## config.mk

```make
export PLATFORM = sky130hd
export DESIGN_NAME = traffic_display
export DESIGN_NICKNAME = d
export VERILOG_FILES = /design/src/rtl/traffic_display.sv
export SDC_FILE = /design/constraint.sdc
export NUM_CORES = 1
export LEC_CHECK = 0
export ABC_AREA = 1
export ABC_CLOCK_PERIOD_IN_PS = 2400
export CAP_MARGIN = 0
export CORE_MARGIN = 4
export CORE_UTILIZATION = 50
export CTS_CLUSTER_DIAMETER = 80
export CTS_CLUSTER_SIZE = 10
export DETAILED_ROUTE_END_ITERATION = 7
export PLACE_DENSITY = 0.75
export SKIP_CTS_REPAIR_TIMING = 1
export SLEW_MARGIN = 20
export SYNTH_ARGS = -nofsm -noshare
export SYNTH_HDL_FRONTEND = slang
export SYNTH_SLANG_ARGS = --single-unit
```

## constraint.sdc

```tcl
create_clock -name CLK -period 2.4 [get_ports CLK]
set_input_delay 0.24 -clock CLK [delete_from_list [all_inputs] [get_ports CLK]]
set_output_delay 0.24 -clock CLK [all_outputs]
set_load 0.03 [all_outputs]
```

## src/rtl/traffic_display.sv

```systemverilog
// traffic_display: scans two snapshotted countdowns onto a 4-digit common-anode 7-segment display with blink.
module traffic_display #(
  parameter int SCAN_DIV     = 50000,
  parameter int BLINK_FRAMES = 32,
  parameter int BLANK_LZ     = 1
) (
  input  logic       CLK,
  input  logic       RST,
  input  logic [5:0] A_time,
  input  logic [5:0] B_time,
  input  logic       BLINK,
  output logic [3:0] dig_sel,
  output logic [7:0] seg,
  output logic       frame
);
  localparam int PW = $clog2(SCAN_DIV);
  logic [PW-1:0] pre_cnt;
  logic [1:0] idx;
  logic [5:0] a_sh, b_sh, v;
  logic [7:0] fcnt;
  logic phase, tick, wrap, blank;
  logic [2:0] tens;
  logic [3:0] ones, dig;
  logic [6:0] code;
  function automatic logic [6:0] seg_code(input logic [3:0] d);
    case (d)
      4'd0: seg_code = 7'h40;
      4'd1: seg_code = 7'h79;
      4'd2: seg_code = 7'h24;
      4'd3: seg_code = 7'h30;
      4'd4: seg_code = 7'h19;
      4'd5: seg_code = 7'h12;
      4'd6: seg_code = 7'h02;
      4'd7: seg_code = 7'h78;
      4'd8: seg_code = 7'h00;
      4'd9: seg_code = 7'h10;
      default: seg_code = 7'h7F;
    endcase
  endfunction
  always_comb begin
    tick = pre_cnt == PW'(SCAN_DIV - 1);
    wrap = tick && idx == 2'd3;
    v = idx[1] ? b_sh : a_sh;
    tens = v >= 6'd60 ? 3'd6 : v >= 6'd50 ? 3'd5 : v >= 6'd40 ? 3'd4 :
           v >= 6'd30 ? 3'd3 : v >= 6'd20 ? 3'd2 : v >= 6'd10 ? 3'd1 : 3'd0;
    ones = 4'(v - 6'(tens) * 6'd10);
    dig = idx[0] ? ones : {1'b0, tens};
    code = seg_code(dig);
    blank = (BLANK_LZ != 0 && !idx[0] && tens == 3'd0) || (BLINK && phase);
  end
  always_ff @(posedge CLK) begin
    if (RST) begin
      pre_cnt <= '0;
      idx <= 2'd0;
      fcnt <= 8'd0;
      phase <= 1'b0;
      frame <= 1'b0;
      dig_sel <= 4'hF;
      seg <= 8'hFF;
      a_sh <= A_time;
      b_sh <= B_time;
    end else begin
      pre_cnt <= tick ? '0 : pre_cnt + 1'b1;
      if (tick) idx <= idx + 2'd1;
      frame <= wrap;
      if (wrap) begin
        a_sh <= A_time;
        b_sh <= B_time;
        fcnt <= fcnt == 8'(BLINK_FRAMES - 1) ? 8'd0 : fcnt + 8'd1;
        if (fcnt == 8'(BLINK_FRAMES - 1)) phase <= ~phase;
      end
      dig_sel <= ~(4'b0001 << idx);
      seg <= blank ? 8'hFF : {1'b1, code};
    end
  end
endmodule

```

Word-level counts from Yosys, hierarchy flattened. Memory sizes are Yosys's and may differ from the RTL's. A register that Yosys moved wholly into a read port is not among the register bits. Index checks and enable logic that the tools add are counted.

Add/sub/neg operators: 4. Multipliers: 1. Order comparisons: 6. Eq/ne operators: 3. Shift operators: 1. Muxes and demuxes: 13. Bitwise logic cells: 2. Reductions and logical operators: 10.

Operator list (count): 2-to-1 mux 6 bit (5); greater-or-equal comparator 6 bit (second input constant) (3); adder 16 x 1 -> 16 bit (second input constant) (1); == test 16 bit (second input constant) (1); greater-or-equal comparator 6 x 5 -> 1 bit (second input constant) (2); 2-to-1 mux 3 bit (3); adder 8 x 1 -> 8 bit (second input constant) (1); == test 8 x 5 -> 1 bit (second input constant) (1); 2-to-1 mux 8 bit (1); greater-or-equal comparator 6 x 4 -> 1 bit (second input constant) (1); 2-to-1 mux 2 bit (2); 2-to-1 mux 4 bit (1); NOT 4 bit (1); OR reduction 2 bit (2); left shift 1 x 2 -> 4 bit (first input constant) (1); subtractor 4 bit (1); logical AND 1 bit (3); zero test 3 bit (1); multiplier 3 x 3 -> 3 bit (second input constant) (1); adder 2 x 1 -> 2 bit (second input constant) (1); == test 2 bit (second input constant) (1); AND reduction 2 bit (1); nonzero test 2 bit (1); zero test 1 bit (1); other kinds (3) (3).

Register bits after elaboration: 45. Bits in read-only memories: 112. Input bits: 15. Output and inout port bits: 13. Word-level logic and storage cells: 50. Memories: 1.

Memories: (name not given) (words 16, width 7, read ports 1, clocked after Yosys merged registers in 1, wr ports 0, line 26) `case (d)`.

Longest topological paths before layout.
Word-level depth: 12. Gate-level depth with buffers: 21. Depth with buffers taken out: 21.

Worst setup path after synthesis. No wires, ideal clock.

Path kind: register to register. From: reg idx[1]. To: reg seg[6]. Library setup time: 121 ps. Arrival: 2463 ps. Data required time: 2279 ps. Setup slack: -184 ps. Stages on the path, launching flop included: 21. Clock period less this slack: 2584 ps. Cells stage by stage: dfxtp_1 inv_2 nand2_2 nand2_4 nand2_2 nor2_1 nor2_1 nand2_2 nand2_1 nand2_1 nand2_1 inv_1 ha_1 fa_1 inv_1 o21ai_2 inv_1 nand2_1 nand2_1 nand2_1 nand2_1.

Cells in the longest elaborated chain, start to end: 12. Elaborated cells between the ends (all ways): 20. Those cells by class: add/sub: 1; mul: 1; order compare: 6; mux: 8; reduce/logical: 4.

Ends and longest elaborated chain: from (decl) (line 18) `logic [1:0] idx;`; from (signal assigned) (line 64) `if (tick) idx <= idx + 2'd1;`; 2-to-1 mux 6 bit (*) (line 43) `v = idx[1] ? b_sh : a_sh;`; branches (longest 11 deep; another with greater-or-equal comparator 6 x 4 -> 1 bit); to (decl) (line 13) `output logic [7:0] seg,`.

Mark *: on every way between the ends. A chain may end at the register's enable or synchronous reset.

Final worst setup path.
From: reg idx[1]. To: reg seg[4].

The elaborated chain is that of the path after synthesis.

==> impl_results.md <==
- Cell area after synthesis: 2460 sq um
- Crit Path Max Fanout: 7
- FMAX: between 300 and 400 MHz
- Ys flop type: dfxtp_1
- Register area share after synthesis: a little under half
- Max IR drop VDD: just under 0.4 mV
- Max_cap viols: 0
- Comb power frac: around 15%
- Fill count: approximately 410
- Synth Area in Compound Gates: 7.72%
- Clock Tree Buf Depth: 2
- Synth Area in Adders: between 5 and 6%
- Minimum clock period: 2.60 ns
- Crit path launch type: flip-flop
- Clock buffer count from CTS: 5
- Count of state elements after synthesis: 51
- Crit-path cells: inv_8, nand2_1, nand2_1, inv_1, nor3_2, inv_1, nand2_1, inv_1, ha_2, fa_2, inv_2, o21ai_4, buf_6, nand4_1, nand2_1, nand3_1
- CTS root buf: clkbuf_8
- Commonest non-fill, non-tap cell in the layout: nand2_1
- Hold Path Class: flip-flop to flip-flop
- Share of layout cells above drive strength 1: 17.2%
- First-pass GRT wire length: roughly 8400 microns
- CP endpoint kind: flip-flop
- Worst Path Required: ~2.6 ns
- Ant. Diodes: 0
- Slowest stage delay, CP: ~0.53 ns
- Setup repair after global routing missed its margin: true
- LEAKAGE: ~1.3 nW
- Commonest non-fill, non-tap cells in the layout: 78 x nand2_1, 38 x dfxtp_1, 35 x inv_1
- EDFF count, synth: 12
- Status: finished, violations left
- IO Pins: 28
- Synthesized area per cell: 7.90 sq um
- Crit path DAT: approximately 2.8 ns
- Residual DRC: 0
- Synthesized Nets: about 340
- Met1 WL: approximately 2200 microns
- CP Buf/Inv Count: 6
- Final Worst Setup Slack: -0.201 ns
- I/O Buffers: 26
- CORE AREA: 4750 sq um
- Synthesis Warnings: 0
- GPL Wtd Cong: between 0.8 and 0.9
- Final Cycle Share: 108%
- Final Hold Fails: 0
- Largest family of logic cells by synthesized area: simple AND/OR/NAND/NOR gates
- Via count: 2100
- Worst-path clk slew: approximately 0.09 ns
- Delay-heaviest family, CP: adder cells
- Ys async rst share: 0%
- Post-DRT Antenna Nets: 0
- Final nets: ~390
- Xor and xnor area share after synthesis: 2.84%
- # rows: 25
- Worst skew pair latency: about 0.31 ns
- Setup Skew: around 0.0073 ns
- Post-synthesis mux area share: 0%
- Reg power frac: a little over half
- Initial cell density of the core: around half
- Largest net degree at the start of global routing: 16
- Final WL: 4920 microns
- Clock network fraction of total power: between 30% and 40%
- Pint: between 1 and 1.5 mW
- Net Sw Frac: 25.1%
- Synth Instances: between 300 and 400
- Drt pass-1 iters: 4
- WL met2: 2410 microns
- Wire per inst: around 11 microns
- Slew Viols, Final: 0
- Final setup violation count: 7
- Die area: ~6100 sq um
- 1st-iter DRT viols: 62
- Post-synthesis simple-gate area fraction: between 20 and 30%
- CTS tree: built
- Sink Count: 51
- Vias per cell: 4.85
- DR top layer: met4
- Failing checks: negative setup slack
- Total track usage: 17.1%
- Die W: 78.2 microns
- Synthesis-to-finish area growth: 27.0%
- Vias in the first global route: approximately 2100
- Grt ovf: 0
- Worst setup path class: flip-flop to flip-flop
- DPL Wire Length: between 3000 and 4000 microns
- Power, Total: ~1.7 mW
- Cell repeated most along the worst path: nand2_1
- Slowest cell on the critical path: fa_2
- H-tree Lvls: 2
- NetSw: 0.419 mW
- Die height: slightly below 80 microns
- Initial antenna violation count: 0
- Met3 WL: around 170 microns
- PD cells: 534 nW/um^2
- Hold_ws: 0.454 ns
- Synth cell types: 31
[logic make-up after synthesis]
kind of cell | Yosys count
AND/OR/NAND/NOR | 163
flip-flops | 51
buffers and inverters | 46
AO/OA/AOI/OAI | 32
adder cells (fa/ha/maj) | 11
XOR/XNOR | 8
other | 1
[synth_stat cells (all sizes together), types with 4 or more instances]
cell type | count | share of area [%]
nor2 | 26 | 4.0
a21oi | 19 | 4.5
xnor2 | 4 | 1.4
inv | 40 | 6.1
nand4 | 6 | 1.5
nor3 | 13 | 2.6
edfxtp | 12 | 15
o21ai | 10 | 2.3
nor4 | 4 | 1.0
nand2 | 93 | 16
ha | 10 | 5.1
dfxtp | 39 | 32
xor2 | 4 | 1.4
nand3 | 16 | 3.3
[worst paths after layout]
| path | startpoint | endpoint | cells after the start | slack [ns] |
|---|---|---|---|---|
| min reg2reg | pre_cnt[0] | pre_cnt[0] | 1 | 0.45 |
| max | idx[1] | seg[4] | 16 | -0.20 |
| max reg2reg | idx[1] | seg[4] | 16 | -0.20 |
| min | pre_cnt[0] | pre_cnt[0] | 1 | 0.45 |
[sequential cells by signal (all words and copies together) (netlist names)]
register,flops
pre_cnt,16
fcnt,8
seg,7
a_sh,6
b_sh,6
dig_sel,4
idx,2
frame,1
phase,1
[power by group through the flow]
| stage | Sequential (mW) | Clock (mW) | Combinational (mW) |
|---|---|---|---|
| 5_1_grt | 0.919 | 0.558 | 0.278 |
| 4_1_cts | 0.916 | 0.521 | 0.234 |
| 3_5_place_dp | 0.936 | 0 | 0.233 |
| 6_report | 0.916 | 0.504 | 0.251 |
| 3_3_place_gp | 0.936 | 0 | 0.230 |
| 2_1_floorplan | 0.962 | 0 | 0.123 |
[layout make-up]
class | instances | area [sq um] | area share, %
Clock buffer | 7 | 86.3 | 2.76
Clock inverter | 1 | 5.00 | 0.160
Inverter | 42 | 168 | 5.36
Multi-Input combinational cell | 215 | 1200 | 38.3
Sequential cell | 51 | 1140 | 36.6
Tap cell | 67 | 83.8 | 2.68
Timing Repair Buffer | 50 | 444 | 14.2
[stage by stage]
step / utilization [%] / cells / setup slack [ns] / TNS (ns) / cell area, sq um
floorplan: - / 312 / -0.0216 / -0.130 / 2500
global placement: 62.1 / 418 / -0.105 / -0.699 / 2950
detailed placement: 62.1 / 418 / -0.157 / -1.00 / 2950
CTS: 64.1 / 426 / -0.174 / -1.13 / 3050
global route: 65.8 / 433 / -0.420 / -2.85 / 3130
finish: 65.8 / 433 / -0.201 / -1.24 / 3130
[routing by layer]
layer	vias up	global-route usage [%]
met2	30	30.7
met1	943	19.5
li1	1113	-
met3	14	3.90
met4	0	6.82
met5	-	0
(Power assumes the default switching activity.)
